`src/rtl/hazard_pkg.sv`:
```
// Shared types and sizing helpers for the pipeline hazard controller.
package hazard_pkg;

    localparam int REG_NUM_W = 5;
    localparam int STAT_W    = 32;

    typedef enum logic [1:0] {
        RUN      = 2'd0,
        MEM_WAIT = 2'd1,
        HALT     = 2'd2
    } hz_state_t;

    // Width of the wait counter; always at least one bit so a disabled timeout still elaborates.
    function automatic int cnt_w(input int t);
        return (t < 2) ? 1 : $clog2(t + 1);
    endfunction

endpackage

```
`src/rtl/hazard_cmp.sv`:
```
// RAW match of one ID source register against the EX, MEM and WB destinations.
module hazard_cmp
    import hazard_pkg::*;
(
    input  logic [REG_NUM_W-1:0] src_i,
    input  logic                 use_i,
    input  logic [REG_NUM_W-1:0] ex_rd_i,
    input  logic                 ex_we_i,
    input  logic [REG_NUM_W-1:0] mem_rd_i,
    input  logic                 mem_we_i,
    input  logic [REG_NUM_W-1:0] wb_rd_i,
    input  logic                 wb_we_i,
    output logic                 match_o
);

    logic live;

    // Register 0 is hardwired, so it never creates a dependency.
    assign live    = use_i && (src_i != '0);
    assign match_o = live && ((ex_we_i  && (src_i == ex_rd_i))  ||
                              (mem_we_i && (src_i == mem_rd_i)) ||
                              (wb_we_i  && (src_i == wb_rd_i)));

endmodule

```
`src/rtl/pipeline_hazard_ctrl.sv`:
```
// Stall/bubble/flush/freeze sequencing for the 5-stage pipeline (no forwarding).
// Optional HAZARD_STATS_EN adds saturating stall/flush/wait counters.
module pipeline_hazard_ctrl
    import hazard_pkg::*;
#(
    parameter int MEM_TIMEOUT = 255
) (
    input  logic                 clk,
    input  logic                 rst_b,
    input  logic [REG_NUM_W-1:0] id_rs,
    input  logic [REG_NUM_W-1:0] id_rt,
    input  logic                 id_uses_rs,
    input  logic                 id_uses_rt,
    input  logic [REG_NUM_W-1:0] ex_rd,
    input  logic [REG_NUM_W-1:0] mem_rd,
    input  logic [REG_NUM_W-1:0] wb_rd,
    input  logic                 ex_we,
    input  logic                 mem_we,
    input  logic                 wb_we,
    input  logic                 mem_redirect,
    input  logic                 mem_access,
    input  logic                 mem_ready,
    input  logic                 halted,
    output logic                 pc_we,
    output logic                 if_id_hold,
    output logic                 id_ex_bubble,
    output logic                 flush,
    output logic                 freeze,
    output logic                 mem_timeout,
    output logic [1:0]           state
`ifdef HAZARD_STATS_EN
    ,
    output logic [STAT_W-1:0]    stat_stall_cycles,
    output logic [STAT_W-1:0]    stat_flushes,
    output logic [STAT_W-1:0]    stat_wait_cycles
`endif
);

    localparam int            CW      = cnt_w(MEM_TIMEOUT);
    localparam logic [CW-1:0] CNT_MAX = '1;
    localparam logic [CW-1:0] TMO     = CW'(MEM_TIMEOUT);

    logic [1:0]    state_q, state_d, cur;
    logic [CW-1:0] cnt_q, cnt_d;
    logic          tmo_q, tmo_d;
    logic          haz_rs, haz_rt, hazard;
    logic          tail, wait_cyc;

    hazard_cmp u_cmp_rs (
        .src_i   (id_rs),
        .use_i   (id_uses_rs),
        .ex_rd_i (ex_rd),
        .ex_we_i (ex_we),
        .mem_rd_i(mem_rd),
        .mem_we_i(mem_we),
        .wb_rd_i (wb_rd),
        .wb_we_i (wb_we),
        .match_o (haz_rs)
    );

    hazard_cmp u_cmp_rt (
        .src_i   (id_rt),
        .use_i   (id_uses_rt),
        .ex_rd_i (ex_rd),
        .ex_we_i (ex_we),
        .mem_rd_i(mem_rd),
        .mem_we_i(mem_we),
        .wb_rd_i (wb_rd),
        .wb_we_i (wb_we),
        .match_o (haz_rt)
    );

    assign hazard = haz_rs || haz_rt;
    // While in reset the controls follow RUN rules so the PC keeps loading.
    assign cur    = rst_b ? 2'(RUN) : state_q;

    always_comb begin
        pc_we        = 1'b0;
        if_id_hold   = 1'b0;
        id_ex_bubble = 1'b0;
        flush        = 1'b0;
        freeze       = 1'b0;
        tail         = 1'b0;
        wait_cyc     = 1'b0;
        state_d      = state_q;
        cnt_d        = cnt_q;
        tmo_d        = tmo_q;

        case (cur)
            RUN: begin
                if (halted) begin
                    freeze  = 1'b1;
                    state_d = HALT;
                end else if (mem_access && !mem_ready) begin
                    freeze  = 1'b1;
                    state_d = MEM_WAIT;
                    cnt_d   = '0;
                end else begin
                    tail    = 1'b1;
                end
            end
            MEM_WAIT: begin
                if (!mem_ready) begin
                    freeze   = 1'b1;
                    wait_cyc = 1'b1;
                    cnt_d    = (cnt_q == CNT_MAX) ? cnt_q : cnt_q + 1'b1;
                    if (MEM_TIMEOUT != 0 && cnt_d >= TMO) tmo_d = 1'b1;
                end else begin
                    tail    = 1'b1;
                    state_d = RUN;
                end
            end
            HALT: begin
                freeze = 1'b1;
            end
            default: begin
                freeze  = 1'b1;
                state_d = RUN;
            end
        endcase

        // A redirect squashes the ID instruction, so its hazard is moot.
        if (tail) begin
            if (mem_redirect) begin
                flush = 1'b1;
                pc_we = 1'b1;
            end else if (hazard) begin
                if_id_hold   = 1'b1;
                id_ex_bubble = 1'b1;
            end else begin
                pc_we = 1'b1;
            end
        end
    end

    always_ff @(posedge clk) begin
        if (rst_b) begin
            state_q <= RUN;
            cnt_q   <= '0;
            tmo_q   <= 1'b0;
        end else begin
            state_q <= state_d;
            cnt_q   <= cnt_d;
            tmo_q   <= tmo_d;
        end
    end

    assign mem_timeout = tmo_q;
    assign state       = state_q;

`ifdef HAZARD_STATS_EN
    logic [STAT_W-1:0] sst_q, sfl_q, swt_q;

    always_ff @(posedge clk) begin
        if (rst_b) begin
            sst_q <= '0;
            sfl_q <= '0;
            swt_q <= '0;
        end else begin
            if (id_ex_bubble && sst_q != '1) sst_q <= sst_q + 1'b1;
            if (flush && sfl_q != '1)        sfl_q <= sfl_q + 1'b1;
            if (wait_cyc && swt_q != '1)     swt_q <= swt_q + 1'b1;
        end
    end

    assign stat_stall_cycles = sst_q;
    assign stat_flushes      = sfl_q;
    assign stat_wait_cycles  = swt_q;
`endif

endmodule

```
`config.mk`:
```
export PLATFORM = sky130hd
export DESIGN_NAME = pipeline_hazard_ctrl
export DESIGN_NICKNAME = d
export VERILOG_FILES = /design/src/rtl/hazard_pkg.sv /design/src/rtl/hazard_cmp.sv /design/src/rtl/pipeline_hazard_ctrl.sv
export SDC_FILE = /design/constraint.sdc
export NUM_CORES = 1
export LEC_CHECK = 0
export BUFFER_PORTS_ARGS = -buffer_cell sky130_fd_sc_hd__buf_2
export CAP_MARGIN = 20
export CORE_ASPECT_RATIO = 1.2
export CORE_MARGIN = 2
export CORE_UTILIZATION = 40
export CTS_BUF_LIST = sky130_fd_sc_hd__clkbuf_4 sky130_fd_sc_hd__clkbuf_8
export CTS_CLUSTER_DIAMETER = 120
export CTS_CLUSTER_SIZE = 30
export DETAILED_ROUTE_END_ITERATION = 6
export PLACE_DENSITY = 0.69
export SKIP_LAST_GASP = 1
export SLEW_MARGIN = 20
export SYNTH_ARGS = -nofsm -noshare
export SYNTH_HDL_FRONTEND = slang
export SYNTH_SLANG_ARGS = --single-unit
```
`constraint.sdc`:
```
create_clock -name clk -period 2.5 [get_ports clk]
set_clock_uncertainty 0.15 [all_clocks]
set_input_delay 0.375 -clock clk [delete_from_list [all_inputs] [get_ports clk]]
set_output_delay 0.375 -clock clk [all_outputs]
set_load 0.02 [all_outputs]
```
==> results of run 1 <==
## per-layer routing
metal	wire [um]	share of wire [%]	track usage, %
met5	0	0	0
met2	1420	51	36.4
met3	139	5.0	3.20
met4	66	2.4	9.65
met1	1150	41	21.8
## logic make-up (layout without fill, tap and decap cells)
group | after synthesis | count (layout) | share of synthesized area, %
compound gates | 33 | 33 | 21.2
flops | 11 | 11 | 20.7
mux | 1 | 1 | 0.941
buf+inv | 10 | 53 | 4.23
fa+ha+maj | 1 | 1 | 1.18
simple gates | 50 | 50 | 27.1
xor+xnor | 30 | 30 | 24.7
## worst max-delay path: stages
cell	delay (ns)
buf_2	0.14
or3_1	0.37
o311a_1	0.30
a22o_1	0.25
nor2b_4	0.13
buf_2	0.18
## how the worst min path moves through the flow
stage / endpoint / startpoint
after floorplan: state[0] / mem_ready
after global placement: mem_timeout / mem_timeout
after detailed placement: mem_timeout / mem_timeout
after CTS: state[0] / mem_ready
after global routing: state[0] / mem_ready
final: state[0] / mem_ready
## power breakdown
part / switching, mW / internal [mW] / total [mW]
Sequential: 0.00288 / 0.177 / 0.180
Combinational: 0.0691 / 0.0566 / 0.126
Clock: 0.0576 / 0.0725 / 0.130
Total: 0.130 / 0.306 / 0.436
## cell usage after synthesis (2+ instances only)
library cell	instances
a2111oi_0	2
a21o_1	2
a21oi_1	11
a22oi_1	2
a31oi_1	2
a41oi_1	2
buf_2	3
dfxtp_1	11
inv_1	4
nand2_1	5
nand2b_1	2
nand3_1	11
nand3_2	2
nand3b_1	2
nor2_1	8
nor3_1	5
nor3_2	2
nor4_1	6
o21ai_0	3
o311a_1	2
or3_1	2
xnor2_1	6
xor2_1	24
## sequential cells by signal, indices dropped and copies added (netlist names)
| name | flops |
|---|---|
| cnt_q | 8 |
| state | 2 |
| mem_timeout | 1 |
## cell type report
cell class	instances	area share [%]
tap	33	3.10
multi-input combinational	115	60.0
inverter	5	1.41
timing repair buffer	44	16.7
sequential	11	16.5
clock buffer	4	2.26
## layout by cell type, fill, tap and decap left out, types with 3 or more instances in the layout
master / synthesis / layout
clkbuf_4: 0 / 4
nand3_1: 11 / 11
dfxtp_1: 11 / 11
nand2_1: 5 / 5
buf_2: 3 / 43
inv_1: 4 / 4
nor3_1: 5 / 5
xor2_1: 24 / 24
nor4_1: 6 / 6
o21ai_0: 3 / 3
a21oi_1: 11 / 11
xnor2_1: 6 / 6
nor2_1: 8 / 8
==> flow_metrics.tcl, run 1 <==
set metrics [dict create \
    grt_overflow 0 \
    synthArstFlopShare_pct 0 \
    post_drt_via_cell_ratio 5.48 \
    drv_cap 0 \
    die_height_um 60.5 \
    firstDrtPassIters 4 \
    relSlewSlack_pct 57.7 \
    design_area_sq_mm 0.00133 \
    crit_end "id_ex_bubble" \
    clkTransAtPathRegs_ns 0.07 \
    die_area_sq_mm 0.00309 \
    setup_tns_ns 0 \
    p_leak_nw 0.551 \
    place_congestion 0.908 \
    grt_pass1_wl_um 4630 \
    grt_pass1_vias 1104 \
    core_area_sq_mm 0.00253 \
    whs_ns 0.203 \
    die_w_um 51.1 \
    grt_max_degree 14 \
    nets 217 \
    synth_cells 136 \
    synth-seq-cells 11 \
    postCtsHoldBufs 0 \
    drt_iter0_drc 30 \
    crit_type "in2out" \
    synthesis.nets 173 \
    multi_input_area_sq_um 798 \
    arrival_ns 1.72 \
    tightest_slew_ns 0.627 \
    ys_warn_count 0 \
    finalNonFillerCells 212 \
    setup_viol 0 \
    total_power_mw 0.436 \
    synth_edf_count 0 \
    routedWlPerCell_um 13.1 \
    cts_inserted_buffers 3 \
    drt-total-wl_um 2770 \
    ys_seq_area_share_pct 20.7 \
    grt_util_all_layers_pct 19.6 \
    portBuffers 43 \
    diodes 0 \
    reg2regPathDepth 6 \
    ant_nets 0 \
    rrSetupSlack_ns 0.50 \
    fillCellCount 255 \
    place_hpwl_um 2330 \
    clk_latency_ns 0.26 \
    setup_ws_ns 0.252 \
    htreeDepth 1 \
    cts_resized 0 \
    place_inst 208 \
    end_kind "output port" \
    antenna_found_initial 0 \
    finalHoldViolCount 0 \
    cts_buffer_depth 2 \
    cts_tree "done" \
    dominantRegCellSynth "dfxtp_1" \
    cp.required_ns 1.98 \
    hold_class "in2reg" \
    vias 1161 \
    drc 0 \
    initial_core_util_pct 42.1 \
    finalCritPeriodShare_pct 89.9 \
    slew_violations 0 \
    placed_area_sq_mm 0.00130 \
    rr_startpoint "cnt_q[0]" \
    netlist_area_sq_mm 0.00106 \
    syn_to_final_growth_pct 25.2 \
    drive_above_1_share_pct 30.7 \
    ff_latch_area_sq_um 220 \
    clk_root_buffer_cell "clkbuf_4" \
    place_ws_ns 0.248 \
    max_freq_mhz 445 \
    ys_top_cells_by_area "dfxtp_1 (21%), xor2_1 (20%), a21oi_1 (5.2%), nand3_1 (5.2%), xnor2_1 (4.9%)" \
    worstPathMaxFanout 4 \
    status "finished clean" \
    rsz0062_at_grt "no" \
    startpoint_type "input pin" \
    crit_start "id_rs[1]" \
    rr_endpoint "mem_timeout" \
    post-route-util_pct 52.7 \
    ys_types 40 \
    cts.sinks 11 \
    synth.top_cell.area_share_pct 20.7 \
    post_cts_buffers 0 \
    power.density_mw_per_mm2 327 \
    period_minus_slack_ns 2.25 \
    yosys.area.top_type "dfxtp_1" \
    pin_count 44 \
    avgSynthCellArea_sq_um 7.82 \
    ir_drop_mv 0.220 \
    rows 20 \
    min_path_cells 2 \
]
(Power assumes the default switching activity.)
==> run 2: changes to the inputs <==
Settings changed: CELL_PAD_IN_SITES_DETAIL_PLACEMENT set to 0, CELL_PAD_IN_SITES_GLOBAL_PLACEMENT set to 1, CORE_UTILIZATION 40 to 35, PLACE_DENSITY 0.69 to 0.83.
==> flow_metrics.tcl, run 2 (synthesized netlist as in run 1, its figures left out) <==
set metrics [dict create \
    status "finished clean" \
    rsz0062_at_grt "no" \
    cts_buffer_depth 2 \
    grt_overflow 0 \
    antenna_found_initial 0 \
    relSlewSlack_pct 58.3 \
    crit_end "if_id_hold" \
    largest_reg_flops 8 \
    clk_root_buffer_cell "clkbuf_4" \
    arrival_ns 1.72 \
    end_kind "output port" \
    diodes 0 \
    rr_startpoint "cnt_q[0]" \
    finalHoldViolCount 0 \
    setup_tns_ns 0 \
    cp_cell_sequence "buf_2 > xor2_1 > nor4_1 > nand3_1 > nand3_1 > a22o_1 > nor2b_4 > buf_2" \
    fillCellCount 291 \
    place_inst 209 \
    slowest_stage "nor4_1" \
    post_cts_buffers 0 \
    worstPathMaxFanout 4 \
    grt_pass1_wl_um 4430 \
    place_congestion 0.844 \
    grt_util_all_layers_pct 16.9 \
    drt-total-wl_um 2770 \
    crit_start "id_rs[2]" \
    grt_pass1_vias 1111 \
    cts_inserted_buffers 3 \
    tightest_slew_ns 0.619 \
    whs_ns 0.188 \
    clkTransAtPathRegs_ns 0.07 \
    total_power_mw 0.438 \
    setup_ws_ns 0.251 \
    post-route-util_pct 47.0 \
    crit_cells 8 \
    drc 0 \
    drt_iter0_drc 27 \
    place_ws_ns 0.242 \
    initial_core_util_pct 37.5 \
    hold_class "in2reg" \
    cpLargestDelayFamily "simple AND/OR/NAND/NOR gates" \
    period_minus_slack_ns 2.25 \
    p_leak_nw 0.551 \
    die_area_sq_mm 0.00350 \
    cts_resized 0 \
    core_area_sq_mm 0.00284 \
    ant_nets 0 \
    cts.sinks 11 \
    finalCritPeriodShare_pct 90.0 \
    portBuffers 43 \
    path_buf_inv 2 \
    slew_violations 0 \
    layout_common_cells "buf_2 (43), xor2_1 (24), a21oi_1 (11), nand3_1 (11), dfxtp_1 (11)" \
    clk_latency_ns 0.27 \
    top_register "cnt_q" \
    die_w_um 54.3 \
    placed_area_sq_mm 0.00130 \
    power.density_mw_per_mm2 329 \
    design_area_sq_mm 0.00133 \
    syn_to_final_growth_pct 25.3 \
    ir_drop_mv 0.169 \
    cts_tree "done" \
    rr_endpoint "mem_timeout" \
    routedWlPerCell_um 13.0 \
    place_hpwl_um 2350 \
    drive_above_1_share_pct 30.7 \
    slowest_delay_ns 0.32 \
    finalNonFillerCells 213 \
    pin_count 44 \
    max_freq_mhz 445 \
    layout_commonest_cell "buf_2" \
    postCtsHoldBufs 0 \
    cp.required_ns 1.98 \
    firstDrtPassIters 4 \
    htreeDepth 1 \
    rows 21 \
    startpoint_type "input pin" \
    drv_cap 0 \
    crit_type "in2out" \
    nets 217 \
    die_height_um 64.4 \
    vias 1146 \
    rrSetupSlack_ns 0.57 \
    grt_max_degree 14 \
    setup_viol 0 \
    post_drt_via_cell_ratio 5.38 \
    reg2regPathDepth 6 \
]
[run 2: how the worst min path moves through the flow]
stage	startpoint	to	slack, ns	cells after the start
6_report	mem_ready	state[0]	0.19	2
5_1_grt	mem_ready	state[0]	0.19	2
4_1_cts	mem_ready	state[0]	0.17	2
3_5_place_dp	mem_timeout	mem_timeout	0.29	1
3_3_place_gp	mem_timeout	mem_timeout	0.28	1
2_1_floorplan	mem_ready	state[0]	0.32	1
[run 2: layer usage]
metal | part of all wire [%] | global-route usage, % | vias up
li1 | - | - | 585
met5 | 0 | 0 | -
met1 | 40 | 18.6 | 512
met3 | 6.1 | 3.04 | 6
met2 | 51 | 29.1 | 43
met4 | 2.7 | 9.69 | 0
[run 2: cell type report]
class / count / area (sq um) / area share [%]
sequential: 11 / 220 / 16.5
timing repair buffer: 44 / 223 / 16.7
inverter: 5 / 18.8 / 1.41
clock buffer: 4 / 30.0 / 2.25
tap: 34 / 42.5 / 3.19
multi-input combinational: 115 / 798 / 59.9
[run 2: power by group]
| part | leakage (nW) | switching (mW) | internal [mW] |
|---|---|---|---|
| Clock | 0.0184 | 0.0597 | 0.0726 |
| Sequential | 0.0890 | 0.00279 | 0.177 |
| Combinational | 0.443 | 0.0693 | 0.0566 |
| Total | 0.551 | 0.132 | 0.306 |
==> run 3: changes to the inputs <==
Settings changed: CELL_PAD_IN_SITES_DETAIL_PLACEMENT 0 to 1, CELL_PAD_IN_SITES_GLOBAL_PLACEMENT 1 to 2, CORE_UTILIZATION 35 to 27.
==> flow_metrics.tcl, run 3 (synthesized netlist as in run 1, its figures left out) <==
set metrics [dict create \
    drt_iter0_drc 74 \
    p_int_mw 0.357 \
    pin_count 44 \
    grt_pass1_wl_um 5690 \
    switchingPower_mw 0.149 \
    whs_ns 0.225 \
    routedWlPerCell_um 14.7 \
    place_ws_ns 0.194 \
    routed.top_layer "met4" \
    tightest_slew_ns 0.604 \
    period_minus_slack_ns 2.28 \
    ant_nets 0 \
    vias 1183 \
    post-route-util_pct 35.8 \
    clkTransAtPathRegs_ns 0.05 \
    rsz0062_at_grt "no" \
    core_area_sq_mm 0.00385 \
    grt_pass1_vias 1281 \
    cp.required_ns 1.98 \
    routed-wl-met3_um 144 \
    largest_reg_flops 8 \
    drc 0 \
    htreeDepth 1 \
    layout_commonest_cell "buf_2" \
    crit_type "in2out" \
    clk_latency_ns 0.24 \
    total_power_mw 0.506 \
    finalHoldViolCount 0 \
    die_area_sq_mm 0.00446 \
    finalCritPeriodShare_pct 91.3 \
    slew_violations 0 \
    syn_to_final_growth_pct 29.4 \
    portBuffers 43 \
    place_congestion 0.868 \
    worstPathMaxFanout 2 \
    power.density_mw_per_mm2 368 \
    setup_ws_ns 0.217 \
    startpoint_type "input pin" \
    antenna_found_initial 0 \
    clk_root_buffer_cell "clkbuf_8" \
    setup_tns_ns 0 \
    die_w_um 61.3 \
    grt_util_all_layers_pct 16.9 \
    switching_share_pct 29.4 \
    p_leak_nw 0.558 \
    rows 25 \
    cts_resized 0 \
    wl_met2_um 1810 \
    post_cts_buffers 0 \
    die_height_um 72.8 \
    power_frac_clock_pct 38.7 \
    status "finished clean" \
    end_kind "output port" \
    layout_common_cells "buf_2 (43), xor2_1 (24), a21oi_1 (11), nand3_1 (11), dfxtp_1 (11)" \
    cts_buffer_depth 2 \
    hold_class "in2reg" \
    nets 217 \
    wl_met1_um 1390 \
    arrival_ns 1.76 \
    top_register "cnt_q" \
    ir_drop_mv 0.117 \
    drt-total-wl_um 3430 \
    relSlewSlack_pct 59.3 \
    setup_viol 0 \
    drive_above_1_share_pct 30.7 \
    combPwrFrac_pct 25.7 \
    post_drt_via_cell_ratio 5.08 \
    initial_core_util_pct 27.6 \
    diodes 0 \
    firstDrtPassIters 4 \
    cts_tree "done" \
    cts_inserted_buffers 3 \
    max_freq_mhz 438 \
    cts.sinks 11 \
    sequentialPowerShare_pct 35.6 \
    postCtsHoldBufs 0 \
    place_hpwl_um 2900 \
    grt_overflow 0 \
    drv_cap 0 \
    grt_max_degree 14 \
]
-- run 3: path summary, 6_finish.rpt --
check	start	endpoint	slack, ns	cells after the start
worst max-delay path	ex_rd[2]	id_ex_bubble	0.22	8
worst min-delay path	mem_ready	state[0]	0.23	2
worst max register to register	cnt_q[0]	cnt_q[4]	0.53	6
worst min register to register	mem_timeout	mem_timeout	0.30	1
-- run 3: metrics by stage --
step,std cells,cell area (sq um)
floorplan,136,1060
global placement,229,1330
detailed placement,229,1330
CTS,233,1380
global route,233,1380
finish,233,1380
-- run 3: power by group through the flow --
stage,clock [mW],sequential [mW],combinational (mW)
4_1_cts,0.205,0.180,0.132
5_1_grt,0.210,0.181,0.144
6_report,0.196,0.180,0.130
2_1_floorplan,0,0.186,0.0616
3_5_place_dp,0,0.184,0.132
3_3_place_gp,0,0.184,0.127
-- run 3: area by class of cell --
| class | instances | area [sq um] |
|---|---|---|
| inverter | 5 | 18.8 |
| clock buffer | 4 | 48.8 |
| tap | 54 | 67.6 |
| sequential | 11 | 220 |
| multi-input combinational | 115 | 798 |
| fill | 486 | 2470 |
| timing repair buffer | 44 | 223 |
-- run 3: critical path: stages --
cell,delay [ns]
buf_2,0.12
xor2_1,0.15
nor4_1,0.41
nand3_1,0.13
nand3_1,0.10
a22o_1,0.15
nor2b_4,0.14
buf_2,0.17
-- run 3: per-layer routing --
| layer | vias to the layer above | GRT usage (%) |
|---|---|---|
| met3 | 8 | 1.60 |
| met2 | 38 | 30.0 |
| met4 | 0 | 8.21 |
| met5 | - | 0 |
| li1 | 585 | - |
| met1 | 552 | 19.4 |
